$ cat src/rtl/axil_master_bridge_if.sv
// AXI4-Lite channel bundle between the load/store bridge (master) and the
// downstream RAM/peripheral fabric (slave).
interface axil_master_bridge_if #(
    parameter int ADDR_WIDTH = 32,
    parameter int DATA_WIDTH = 32,
    parameter int STRB_WIDTH = DATA_WIDTH / 8
);
    logic [ADDR_WIDTH-1:0] awaddr;
    logic [2:0]            awprot;
    logic                  awvalid;
    logic                  awready;
    logic [DATA_WIDTH-1:0] wdata;
    logic [STRB_WIDTH-1:0] wstrb;
    logic                  wvalid;
    logic                  wready;
    logic [1:0]            bresp;
    logic                  bvalid;
    logic                  bready;
    logic [ADDR_WIDTH-1:0] araddr;
    logic [2:0]            arprot;
    logic                  arvalid;
    logic                  arready;
    logic [DATA_WIDTH-1:0] rdata;
    logic [1:0]            rresp;
    logic                  rvalid;
    logic                  rready;

    modport master (
        output awaddr, awprot, awvalid, input awready,
        output wdata, wstrb, wvalid, input wready,
        input bresp, bvalid, output bready,
        output araddr, arprot, arvalid, input arready,
        input rdata, rresp, rvalid, output rready
    );

    modport slave (
        input awaddr, awprot, awvalid, output awready,
        input wdata, wstrb, wvalid, output wready,
        output bresp, bvalid, input bready,
        input araddr, arprot, arvalid, output arready,
        output rdata, rresp, rvalid, input rready
    );
endinterface

$ cat src/rtl/axil_master_bridge.sv
// axil_master_bridge: turns one core load/store request into one AXI4-Lite
// read or write, single outstanding, and returns a one-cycle response pulse.
// Optional feature macro: AXIL_BRIDGE_ALIGN_CHECK_EN -- when defined, a
// request whose address is not aligned to the bus word is answered locally
// with an error pulse and never reaches the bus.
module axil_master_bridge #(
    parameter int DATA_WIDTH = 32,
    parameter int ADDR_WIDTH = 32,
    parameter int STRB_WIDTH = DATA_WIDTH / 8
) (
    input  logic                  clk,
    input  logic                  rstn,
    input  logic                  req_valid,
    output logic                  req_ready,
    input  logic                  req_we,
    input  logic [ADDR_WIDTH-1:0] req_addr,
    input  logic [DATA_WIDTH-1:0] req_wdata,
    input  logic [STRB_WIDTH-1:0] req_wstrb,
    output logic                  resp_valid,
    output logic [DATA_WIDTH-1:0] resp_rdata,
    output logic                  resp_err,
    axil_master_bridge_if.master  m_axil
);

    typedef enum logic [1:0] {
        S_IDLE  = 2'd0,
        S_WRITE = 2'd1,
        S_READ  = 2'd2
    } state_t;

    state_t                r_state;
    state_t                w_state_nxt;

    logic                  r_req_ready;
    logic                  r_awvalid;
    logic                  r_wvalid;
    logic                  r_arvalid;
    logic                  r_bready;
    logic                  r_rready;
    logic                  r_resp_valid;
    logic                  r_resp_err;
    logic [DATA_WIDTH-1:0] r_resp_rdata;
    logic [ADDR_WIDTH-1:0] r_addr;
    logic [DATA_WIDTH-1:0] r_wdata;
    logic [STRB_WIDTH-1:0] r_wstrb;

    logic                  w_req_ready_nxt;
    logic                  w_awvalid_nxt;
    logic                  w_wvalid_nxt;
    logic                  w_arvalid_nxt;
    logic                  w_bready_nxt;
    logic                  w_rready_nxt;
    logic                  w_resp_valid_nxt;
    logic                  w_resp_err_nxt;
    logic [DATA_WIDTH-1:0] w_resp_rdata_nxt;
    logic                  w_load_req;

    logic                  w_accept;
    logic                  w_misaligned;
    logic                  w_aw_hs;
    logic                  w_w_hs;
    logic                  w_ar_hs;
    logic                  w_b_hs;
    logic                  w_r_hs;

    // req_ready is only ever high in IDLE, so this is the sole acceptance point
    assign w_accept = req_valid & r_req_ready;
    assign w_aw_hs  = r_awvalid & m_axil.awready;
    assign w_w_hs   = r_wvalid  & m_axil.wready;
    assign w_ar_hs  = r_arvalid & m_axil.arready;
    assign w_b_hs   = r_bready  & m_axil.bvalid;
    assign w_r_hs   = r_rready  & m_axil.rvalid;

`ifdef AXIL_BRIDGE_ALIGN_CHECK_EN
    localparam int LSB_W = $clog2(STRB_WIDTH);
    assign w_misaligned = (req_addr[LSB_W-1:0] != {LSB_W{1'b0}});
`else
    // Low address bits are forwarded untouched; the slave decides alignment
    assign w_misaligned = 1'b0;
`endif

    // State register
    always_ff @(posedge clk or negedge rstn) begin
        if (!rstn) begin
            r_state <= S_IDLE;
        end else begin
            r_state <= w_state_nxt;
        end
    end

    // Next-state decode: leave IDLE on an issued request, return on B/R handshake
    always_comb begin
        w_state_nxt = r_state;
        case (r_state)
            S_IDLE: begin
                if (w_accept && !w_misaligned) begin
                    w_state_nxt = req_we ? S_WRITE : S_READ;
                end else begin
                    w_state_nxt = S_IDLE;
                end
            end
            S_WRITE: begin
                if (w_b_hs) begin
                    w_state_nxt = S_IDLE;
                end else begin
                    w_state_nxt = S_WRITE;
                end
            end
            S_READ: begin
                if (w_r_hs) begin
                    w_state_nxt = S_IDLE;
                end else begin
                    w_state_nxt = S_READ;
                end
            end
            default: begin
                w_state_nxt = S_IDLE;
            end
        endcase
    end

    // Output decode: next value of every registered output plus the capture strobe
    always_comb begin
        w_awvalid_nxt    = 1'b0;
        w_wvalid_nxt     = 1'b0;
        w_arvalid_nxt    = 1'b0;
        w_resp_valid_nxt = 1'b0;
        w_resp_err_nxt   = r_resp_err;
        w_resp_rdata_nxt = r_resp_rdata;
        w_load_req       = 1'b0;
        w_req_ready_nxt  = (w_state_nxt == S_IDLE);
        w_bready_nxt     = (w_state_nxt == S_WRITE);
        w_rready_nxt     = (w_state_nxt == S_READ);
        case (r_state)
            S_IDLE: begin
                if (w_accept && w_misaligned) begin
                    w_resp_valid_nxt = 1'b1;
                    w_resp_err_nxt   = 1'b1;
                end else if (w_accept) begin
                    w_load_req    = 1'b1;
                    w_awvalid_nxt = req_we;
                    w_wvalid_nxt  = req_we;
                    w_arvalid_nxt = ~req_we;
                end else begin
                    w_load_req = 1'b0;
                end
            end
            S_WRITE: begin
                // AW and W retire independently; a B response closes both regardless
                w_awvalid_nxt = r_awvalid & ~w_aw_hs & ~w_b_hs;
                w_wvalid_nxt  = r_wvalid  & ~w_w_hs  & ~w_b_hs;
                if (w_b_hs) begin
                    w_resp_valid_nxt = 1'b1;
                    w_resp_err_nxt   = (m_axil.bresp != 2'b00);
                end else begin
                    w_resp_valid_nxt = 1'b0;
                end
            end
            S_READ: begin
                w_arvalid_nxt = r_arvalid & ~w_ar_hs & ~w_r_hs;
                if (w_r_hs) begin
                    w_resp_valid_nxt = 1'b1;
                    w_resp_err_nxt   = (m_axil.rresp != 2'b00);
                    w_resp_rdata_nxt = m_axil.rdata;
                end else begin
                    w_resp_valid_nxt = 1'b0;
                end
            end
            default: begin
                w_resp_valid_nxt = 1'b0;
            end
        endcase
    end

    // Output and request-capture registers
    always_ff @(posedge clk or negedge rstn) begin
        if (!rstn) begin
            r_req_ready  <= 1'b0;
            r_awvalid    <= 1'b0;
            r_wvalid     <= 1'b0;
            r_arvalid    <= 1'b0;
            r_bready     <= 1'b0;
            r_rready     <= 1'b0;
            r_resp_valid <= 1'b0;
            r_resp_err   <= 1'b0;
            r_resp_rdata <= {DATA_WIDTH{1'b0}};
            r_addr       <= {ADDR_WIDTH{1'b0}};
            r_wdata      <= {DATA_WIDTH{1'b0}};
            r_wstrb      <= {STRB_WIDTH{1'b0}};
        end else begin
            r_req_ready  <= w_req_ready_nxt;
            r_awvalid    <= w_awvalid_nxt;
            r_wvalid     <= w_wvalid_nxt;
            r_arvalid    <= w_arvalid_nxt;
            r_bready     <= w_bready_nxt;
            r_rready     <= w_rready_nxt;
            r_resp_valid <= w_resp_valid_nxt;
            r_resp_err   <= w_resp_err_nxt;
            r_resp_rdata <= w_resp_rdata_nxt;
            if (w_load_req) begin
                r_addr  <= req_addr;
                r_wdata <= req_wdata;
                r_wstrb <= req_wstrb;
            end
        end
    end

    assign req_ready      = r_req_ready;
    assign resp_valid     = r_resp_valid;
    assign resp_err       = r_resp_err;
    assign resp_rdata     = r_resp_rdata;

    assign m_axil.awaddr  = r_addr;
    assign m_axil.awprot  = 3'b000;
    assign m_axil.awvalid = r_awvalid;
    assign m_axil.wdata   = r_wdata;
    assign m_axil.wstrb   = r_wstrb;
    assign m_axil.wvalid  = r_wvalid;
    assign m_axil.bready  = r_bready;
    assign m_axil.araddr  = r_addr;
    assign m_axil.arprot  = 3'b000;
    assign m_axil.arvalid = r_arvalid;
    assign m_axil.rready  = r_rready;

endmodule

$ cat src/flat_wrapper.sv
// flat-port wrapper written by rule: the top's interface ports become plain ports
module axil_master_bridge_flat 
#(
    parameter int DATA_WIDTH = 32,
    parameter int ADDR_WIDTH = 32,
    parameter int STRB_WIDTH = DATA_WIDTH / 8
)
  (clk, rstn, req_valid, req_ready, req_we, req_addr, req_wdata, req_wstrb, resp_valid, resp_rdata, resp_err, m_axil_awaddr, m_axil_awprot, m_axil_awvalid, m_axil_awready, m_axil_wdata, m_axil_wstrb, m_axil_wvalid, m_axil_wready, m_axil_bresp, m_axil_bvalid, m_axil_bready, m_axil_araddr, m_axil_arprot, m_axil_arvalid, m_axil_arready, m_axil_rdata, m_axil_rresp, m_axil_rvalid, m_axil_rready);
  axil_master_bridge_if #(.ADDR_WIDTH(ADDR_WIDTH), .DATA_WIDTH(DATA_WIDTH), .STRB_WIDTH(STRB_WIDTH)) m_axil_i ();
  input  logic clk;
  input  logic rstn;
  input  logic req_valid;
  output logic req_ready;
  input  logic req_we;
  input  logic [ADDR_WIDTH-1:0] req_addr;
  input  logic [DATA_WIDTH-1:0] req_wdata;
  input  logic [STRB_WIDTH-1:0] req_wstrb;
  output logic resp_valid;
  output logic [DATA_WIDTH-1:0] resp_rdata;
  output logic resp_err;
  output wire logic [$bits(m_axil_i.awaddr)-1:0] m_axil_awaddr;
  output wire logic [$bits(m_axil_i.awprot)-1:0] m_axil_awprot;
  output wire logic [$bits(m_axil_i.awvalid)-1:0] m_axil_awvalid;
  input wire logic [$bits(m_axil_i.awready)-1:0] m_axil_awready;
  output wire logic [$bits(m_axil_i.wdata)-1:0] m_axil_wdata;
  output wire logic [$bits(m_axil_i.wstrb)-1:0] m_axil_wstrb;
  output wire logic [$bits(m_axil_i.wvalid)-1:0] m_axil_wvalid;
  input wire logic [$bits(m_axil_i.wready)-1:0] m_axil_wready;
  input wire logic [$bits(m_axil_i.bresp)-1:0] m_axil_bresp;
  input wire logic [$bits(m_axil_i.bvalid)-1:0] m_axil_bvalid;
  output wire logic [$bits(m_axil_i.bready)-1:0] m_axil_bready;
  output wire logic [$bits(m_axil_i.araddr)-1:0] m_axil_araddr;
  output wire logic [$bits(m_axil_i.arprot)-1:0] m_axil_arprot;
  output wire logic [$bits(m_axil_i.arvalid)-1:0] m_axil_arvalid;
  input wire logic [$bits(m_axil_i.arready)-1:0] m_axil_arready;
  input wire logic [$bits(m_axil_i.rdata)-1:0] m_axil_rdata;
  input wire logic [$bits(m_axil_i.rresp)-1:0] m_axil_rresp;
  input wire logic [$bits(m_axil_i.rvalid)-1:0] m_axil_rvalid;
  output wire logic [$bits(m_axil_i.rready)-1:0] m_axil_rready;
  assign m_axil_awaddr = m_axil_i.awaddr;
  assign m_axil_awprot = m_axil_i.awprot;
  assign m_axil_awvalid = m_axil_i.awvalid;
  assign m_axil_i.awready = m_axil_awready;
  assign m_axil_wdata = m_axil_i.wdata;
  assign m_axil_wstrb = m_axil_i.wstrb;
  assign m_axil_wvalid = m_axil_i.wvalid;
  assign m_axil_i.wready = m_axil_wready;
  assign m_axil_i.bresp = m_axil_bresp;
  assign m_axil_i.bvalid = m_axil_bvalid;
  assign m_axil_bready = m_axil_i.bready;
  assign m_axil_araddr = m_axil_i.araddr;
  assign m_axil_arprot = m_axil_i.arprot;
  assign m_axil_arvalid = m_axil_i.arvalid;
  assign m_axil_i.arready = m_axil_arready;
  assign m_axil_i.rdata = m_axil_rdata;
  assign m_axil_i.rresp = m_axil_rresp;
  assign m_axil_i.rvalid = m_axil_rvalid;
  assign m_axil_rready = m_axil_i.rready;
  axil_master_bridge #(.DATA_WIDTH(DATA_WIDTH), .ADDR_WIDTH(ADDR_WIDTH), .STRB_WIDTH(STRB_WIDTH)) u_core (.clk(clk), .rstn(rstn), .req_valid(req_valid), .req_ready(req_ready), .req_we(req_we), .req_addr(req_addr), .req_wdata(req_wdata), .req_wstrb(req_wstrb), .resp_valid(resp_valid), .resp_rdata(resp_rdata), .resp_err(resp_err), .m_axil(m_axil_i));
endmodule
$ cat config.mk
export PLATFORM = sky130hd
export DESIGN_NAME = axil_master_bridge_flat
export DESIGN_NICKNAME = d
export VERILOG_FILES = /design/src/rtl/axil_master_bridge_if.sv /design/src/rtl/axil_master_bridge.sv /design/src/flat_wrapper.sv
export SDC_FILE = /design/constraint.sdc
export NUM_CORES = 1
export LEC_CHECK = 0
export ABC_AREA = 1
export CAP_MARGIN = 10
export CELL_PAD_IN_SITES_DETAIL_PLACEMENT = 0
export CELL_PAD_IN_SITES_GLOBAL_PLACEMENT = 1
export CORE_MARGIN = 1
export CORE_UTILIZATION = 31
export CTS_CLUSTER_SIZE = 24
export DETAILED_ROUTE_END_ITERATION = 10
export DONT_BUFFER_PORTS = 1
export PLACE_DENSITY = 0.69
export SLEW_MARGIN = 20
export SYNTH_ARGS = -nofsm -noshare
export SYNTH_HDL_FRONTEND = slang
export SYNTH_SLANG_ARGS = --single-unit
$ cat constraint.sdc
create_clock -name clk -period 1.9 [get_ports clk]
set_clock_uncertainty 0.15 [all_clocks]
set_input_delay 0.285 -clock clk [delete_from_list [all_inputs] [get_ports clk]]
set_output_delay 0.285 -clock clk [all_outputs]
set_load 0.02 [all_outputs]
==> summary.md, run 1 <==
| Metric | Value |
|---|---|
| Failing checks | `negative hold slack` |
| Area growth syn-to-layout | `26.9%` |
| IR Drop Worst-Case VDD | `684 µV` |
| Period utilisation layout | `0.974` |
| Final setup violation count | `0` |
| Root buf cell | `clkbuf_16` |
| Syn Std Cell Area | `4660 µm²` |
| Final min period | `approximately 1.9 ns` |
| Outcome | `finished with violations` |
| Commonest non-fill, non-tap cell in the layout | `nand2_1` |
| Starting DRT DRC Count | `145` |
| Worst Path Required | `around 2 ns` |
| Core Util, Final | `0.406` |
| Post-DR wirelength/cell | `between 10 and 15 µm` |
| Die H | `roughly 120 µm` |
| Worst endpoint data arrival time | `1.98 ns` |
| IO buf count | `0` |
| Final Hold Fails | `110` |
| Max FO, Critical Path | `4` |
| CP Capture Type | `flop` |
| Switch share | `0.474` |
| Critical path class | `reg -> reg` |
| Hold buffer count at cts | `107` |
| Skew-Pair Late Insertion Delay | `~0.34 ns` |
| Synth Instances | `a little over 500` |
| Final worst slack | `0.0488 ns` |
| Final nets | `about 700` |
| Synthesized area per cell | `9.11 µm²` |
| Pint | `between 5 and 6 mW` |
| Clk sinks | `110` |
| First-pass GRT wire length | `17.8 mm` |
| Sequential area share after synthesis | `0.590` |
| Share of cells above drive strength 1 | `0.0444` |
| Final Power | `9.97 mW` |
| Post-synth cell types | `19` |
| Grt ovf | `0` |
| Core Footprint | `roughly 15000 µm²` |
| Num CTS Buffers | `9` |
| Vias per cell | `approximately 4.4` |
| Dpl hpwl | `a little over 7 mm` |
| Yosys top cell area share | `0.590` |
| Number of global-route vias before repair | `between 3000 and 4000` |
| # DRC | `0` |
| PD cells | `1690 nW/µm²` |
| Combinational share of power | `0.198` |
| Final slew viol count | `0` |
| Synthesis-stage register bit count | `110` |
| Die X | `around 120 µm` |
| Via count | `around 3400` |
| FMAX | `540 MHz` |
| CTS tree | `done` |
| Seq pwr share | `0.622` |
| Reg clk slew, reported paths | `roughly 0.08 ns` |
| HP Class | `in -> async` |
| Total Wirelength | `11.2 mm` |
| Starting density of the core | `0.320` |
| Hold WS | `-0.520 ns` |
| Rows | `44` |
| Synth warn | `0` |
| Placed cell count | `approximately 650` |
| Final non-filler cell total | `771` |
| Most frequent cells in the layout | `nand2_1, inv_1, dfrtp_1, dlygate4sd3_1, o21ai_0` |
| Max cap viols | `0` |
| Initial antenna violation count | `1` |
| Ports | `approximately 260` |
| Post-route ant nets | `0` |
| Bufs on Longest Clock Path | `2` |
| H-tree Lvls | `3` |
| First-pass detailed-route iteration total | `4` |
| Routability cong. | `~0.70` |
| Clk pwr share | `0.180` |
| Psw | `~4.7 mW` |
| Cell taking the most area after synthesis | `dfrtp_1` |
| FF-to-FF path depth | `5` |
| Die footprint | `approximately 16000 µm²` |
| Placed Area | `4540 µm²` |
| Crit start category | `flop` |
| Worst slew margin | `0.661` |
| Synth area leaders | `dfrtp_1, nand2_1, inv_1` |
| Pleak | `slightly above 3 nW` |
| Gr usage total | `0.145` |
| Slew @ Worst Pin | `just over 0.5 ns` |
| Largest net degree at the start of global routing | `111` |
| RSZ-0062 raised after global routing | `yes` |
| Post-route cell area | `between 5000 and 6000 µm²` |
| Setup slack at placement | `0.230 ns` |
final cells by class:
cell class,instances,area (µm²)
diodes,1,2.50
clock buffers,12,256
clock inverters,4,30.0
fillers,1381,8670
inverters,110,413
multi-input cells,238,1110
flip-flops and latches,110,2750
well taps,184,230
repair buffers,112,1120
worst max-delay path: stages (launching register included):
cell           delay (ns)
dfrtp_1              0.40
inv_1                0.09
ha_1                 0.17
nand2_1              0.15
o31ai_1              0.24
dlygate4sd3_1        0.59
metal layers:
metal	vias up	GRT usage	routed length, µm
li1	1641	-	-
met3	19	0.0528	1050
met1	1540	0.156	4260
met5	-	0	0
met2	185	0.250	5690
met4	0	0.0687	231
through the flow:
stage                     setup TNS, ns  hold slack, ns
after CTS                             0          -0.543
after detailed placement              0          -0.158
after floorplan                       0          -0.161
after global routing            -0.0676          -0.547
final                                 0          -0.520
after global placement                0          -0.158
registers in the layout, summed over array words and instances, names as in the netlist, 2 cells and up:
name,count
u_core.m_axil.araddr,32
u_core.m_axil.wdata,32
u_core.m_axil.wstrb,4
u_core.r_state,2
u_core.resp_rdata,32
what timing repair did:
item                       in CTS  in global routing
gates resized for setup         0                  4
hold endpoints to repair      214                110
setup endpoints to repair       0                  3
buffers inserted                0                  1
cells in the mapped netlist:
cell type	number
nand3_4	1
a21oi_1	1
buf_2	4
nand3_2	1
inv_1	110
nand3_1	1
nand2_1	111
buf_6	6
dfrtp_1	110
o31ai_1	3
ha_1	4
o21ai_0	64
conb_1	1
nor2_1	4
nand4_1	2
o21ai_1	40
buf_4	39
clkbuf_1	8
clkbuf_2	2
logic make-up (layout without fill, tap and decap cells):
family / after synthesis / count (layout) / share of synthesized area
AOI/OAI and AO/OA: 108 / 108 / 0.117
adders and majority gates: 4 / 4 / 0.0107
buffers and inverters: 169 / 238 / 0.179
DFF: 110 / 110 / 0.590
other: 1 / 7 / 0.000804
and+or+nand+nor: 120 / 120 / 0.102
worst paths after layout:
check	end	slack, ns	startpoint
hold / removal	u_core.m_axil.wdata[18]	-0.52	rstn
setup reg to reg	u_core.m_axil.awvalid	0.05	u_core.r_state[1]
setup / recovery	u_core.m_axil.awvalid	0.05	u_core.r_state[1]
hold reg to reg	u_core.m_axil.wstrb[3]	0.49	u_core.m_axil.wstrb[3]
max in group asynchronous	u_core.m_axil.araddr[15]	1.98	rstn
min in group clk	u_core.resp_err	0.07	m_axil_rresp[0]
power groups by stage:
stage	logic (mW)	clock network (mW)	registers, mW
after floorplan	2.39	0	5.47
after global placement	1.66	0	6.23
after detailed placement	1.77	0	6.22
after CTS	1.95	1.88	6.20
after global routing	2.33	1.97	6.35
final	1.98	1.80	6.20
No activity file was read; power rests on OpenSTA's default activity.
==> run 2, diff against run 1 <==
--- a/config.mk
+++ b/config.mk
@@ -14,7 +14,7 @@
 export CTS_CLUSTER_SIZE = 24
 export DETAILED_ROUTE_END_ITERATION = 10
 export DONT_BUFFER_PORTS = 1
-export PLACE_DENSITY = 0.69
+export PLACE_DENSITY_LB_ADDON = 0.1
 export SLEW_MARGIN = 20
 export SYNTH_ARGS = -nofsm -noshare
 export SYNTH_HDL_FRONTEND = slang
==> constraint.sdc (replaced) <==
create_clock -name clk -period 1.9 [get_ports clk]
set_clock_uncertainty 0.15 [all_clocks]
set_input_delay 0.095 -clock clk [delete_from_list [all_inputs] [get_ports clk]]
set_output_delay 0.095 -clock clk [all_outputs]
set_load 0.02 [all_outputs]
==> run 2 against run 1 <==
The flow still finishes with violations (negative hold slack). Final area up 3.0%. Sequential share of layout area down 1.3 points. Die area unchanged. Flip-flop and latch count unchanged. Setup slack better by 0.043 ns. Combinational power up 10%. Critical path type unchanged. Largest power group unchanged.
==> summary.md, run 2 (same netlist as run 1, synthesis figures left out) <==
| Metric | Value |
|---|---|
| Worst slew margin | `0.666 (was 0.661)` |
| Most frequent cells in the layout | `dlygate4sd3_1, nand2_1, dfrtp_1, inv_1, o21ai_0 (was nand2_1, inv_1, dfrtp_1, dlygate4sd3_1, o21ai_0)` |
| Final slew viol count | `0 (unchanged)` |
| Worst endpoint data arrival time | `1.94 ns (was 1.98 ns)` |
| Number of global-route vias before repair | `3471 (was 3460)` |
| Grt ovf | `0 (unchanged)` |
| PD cells | `1680 nW/µm² (was 1690 nW/µm²)` |
| Die H | `125 µm (unchanged)` |
| Commonest non-fill, non-tap cell in the layout | `dlygate4sd3_1 (was nand2_1)` |
| Setup slack at placement | `0.206 ns (was 0.230 ns)` |
| Starting DRT DRC Count | `137 (was 145)` |
| Pleak | `3.14 nW (was 3.06 nW)` |
| Final Hold Fails | `110 (unchanged)` |
| Total Wirelength | `11.0 mm (was 11.2 mm)` |
| Placed cell count | `649 (was 646)` |
| Rows | `44 (unchanged)` |
| CTS tree | `done (unchanged)` |
| Initial antenna violation count | `0 (was 1)` |
| H-tree Lvls | `3 (unchanged)` |
| Post-DR wirelength/cell | `14.1 µm (was 14.6 µm)` |
| Worst Path Required | `2.03 ns (about the same)` |
| IO buf count | `0 (unchanged)` |
| First-pass detailed-route iteration total | `4 (unchanged)` |
| Final nets | `709 (was 698)` |
| CP max stage delay | `0.57 ns (was 0.59 ns)` |
| Antenna cells | `0 (was 1)` |
| Bufs on Longest Clock Path | `2 (unchanged)` |
| Share of cells above drive strength 1 | `0.0503 (was 0.0444)` |
| Ports | `259 (unchanged)` |
| Failing checks | `negative hold slack (unchanged)` |
| Hold WS | `-0.709 ns (was -0.520 ns)` |
| Max cap viols | `0 (unchanged)` |
| Final min period | `1.81 ns (was 1.85 ns)` |
| Reg clk slew, reported paths | `0.07 ns (was 0.08 ns)` |
| First-pass GRT wire length | `18.1 mm (was 17.8 mm)` |
| Max FO, Critical Path | `4 (unchanged)` |
| Starting density of the core | `0.320 (unchanged)` |
| Largest net degree at the start of global routing | `111 (unchanged)` |
| Area growth syn-to-layout | `30.6% (was 26.9%)` |
| CP Capture Type | `flop (unchanged)` |
| Period utilisation layout | `0.952 (was 0.974)` |
| Psw | `4.74 mW (was 4.72 mW)` |
| Dpl hpwl | `7.35 mm (was 7.06 mm)` |
| Switch share | `0.464 (was 0.474)` |
| Root buf cell | `clkbuf_16 (unchanged)` |
| Combinational share of power | `0.214 (was 0.198)` |
| Final worst slack | `0.0916 ns (was 0.0488 ns)` |
| Pint | `5.48 mW (was 5.25 mW)` |
| RR Startpoint | `u_core.r_state[0] (was u_core.r_state[1])` |
| Skew-Pair Late Insertion Delay | `0.34 ns (about the same)` |
| Critical Path Start | `u_core.r_state[0] (was u_core.r_state[1])` |
| Crit start category | `flop (unchanged)` |
| Routability cong. | `0.712 (was 0.697)` |
| Num CTS Buffers | `9 (unchanged)` |
| Via count | `3326 (was 3385)` |
| Slew @ Worst Pin | `0.502 ns (was 0.509 ns)` |
| Core Footprint | `14600 µm² (unchanged)` |
| Post-route ant nets | `0 (unchanged)` |
| TNS Setup | `0 ns (unchanged)` |
| Die footprint | `15500 µm² (unchanged)` |
| # DRC | `0 (unchanged)` |
| Final setup violation count | `0 (unchanged)` |
| Outcome | `finished with violations (unchanged)` |
| CP cell instances | `inv_2 > ha_4 > nand2_1 > o31ai_1 > dlygate4sd3_1 (was inv_1 > ha_1 > nand2_1 > o31ai_1 > dlygate4sd3_1)` |
| Gr usage total | `0.148 (was 0.145)` |
| Die X | `125 µm (unchanged)` |
| Clk sinks | `110 (unchanged)` |
| Final Power | `10.2 mW (was 9.97 mW)` |
| Seq pwr share | `0.607 (was 0.622)` |
| # Post-CTS Setup Buffers | `0 (unchanged)` |
| Final non-filler cell total | `781 (was 771)` |
| Vias per cell | `4.26 (was 4.39)` |
| Critical path class | `reg -> reg (unchanged)` |
| Clk pwr share | `0.180 (about the same)` |
| HP Class | `in -> async (unchanged)` |
| RSZ-0062 raised after global routing | `no (was yes)` |
| Hold buffer count at cts | `116 (was 107)` |
| Slowest CP cell | `dlygate4sd3_1 (unchanged)` |
| IR Drop Worst-Case VDD | `575 µV (was 684 µV)` |
| FMAX | `553 MHz (was 540 MHz)` |
| Core Util, Final | `0.418 (was 0.406)` |
## run 2: changes by cell type in the layout (fill, tap and decap cells not counted), sizes merged
cell	before	now
dlygate4sd3	107	116
buf	5	7
bufinv	0	1
diode	1	0
inv	111	110
## run 2: final cells by class
| class | instances | area (µm²) |
|---|---|---|
| Tap cell | 184 | 230 |
| Timing Repair Buffer | 123 | 1280 |
| Clock buffer | 12 | 236 |
| Fill cell | 1441 | 8500 |
| Multi-Input combinational cell | 238 | 1140 |
| Sequential cell | 110 | 2750 |
| Clock inverter | 4 | 47.5 |
| Inverter | 110 | 413 |
## run 2: final timing paths
check	cells after the start	slack [ns]	to
worst max-delay path	5	0.09	u_core.m_axil.arvalid
worst min-delay path	0	-0.71	u_core.m_axil.wdata[30]
worst max register to register	5	0.09	u_core.m_axil.arvalid
worst min register to register	2	0.48	u_core.resp_rdata[19]
max in group asynchronous	0	2.08	u_core.m_axil.wdata[7]
min in group clk	4	0.17	u_core.resp_rdata[25]
## run 2: timing repair
action,4_1_cts,5_1_grt
hold endpoints to repair,220,110
endpoints found under the setup margin,0,5
resized for setup,0,11
## run 2: layer usage
layer	part of all wire	wire length [µm]	GRT usage
met5	0	0	0
met4	0.023	255	0.0730
met3	0.094	1030	0.0541
met2	0.50	5440	0.253
met1	0.39	4260	0.159
## run 2: critical path, delay by kind of cell (launching register included)
family	cells	cell delay (ns)
adders and majority gates	1	0.16
AOI/OAI and AO/OA	1	0.22
DFF	1	0.41
buffers and inverters	2	0.68
and+or+nand+nor	1	0.11
## run 2: power by group through the flow
stage / logic (mW) / clock network, mW / registers [mW]
3_5_place_dp: 1.92 / 0 / 6.24
5_1_grt: 2.61 / 2.01 / 6.38
4_1_cts: 2.15 / 1.94 / 6.22
2_1_floorplan: 2.39 / 0 / 5.47
6_report: 2.18 / 1.84 / 6.20
3_3_place_gp: 1.84 / 0 / 6.26
## run 2: stage by stage
| step | hold WS (ns) | cell area (µm²) |
|---|---|---|
| 2_1_floorplan | -0.351 | 4680 |
| 4_1_cts | -0.731 | 6050 |
| 3_3_place_gp | -0.347 | 4610 |
| 3_5_place_dp | -0.347 | 4610 |
| 5_1_grt | -0.731 | 6090 |
| 6_report | -0.709 | 6090 |
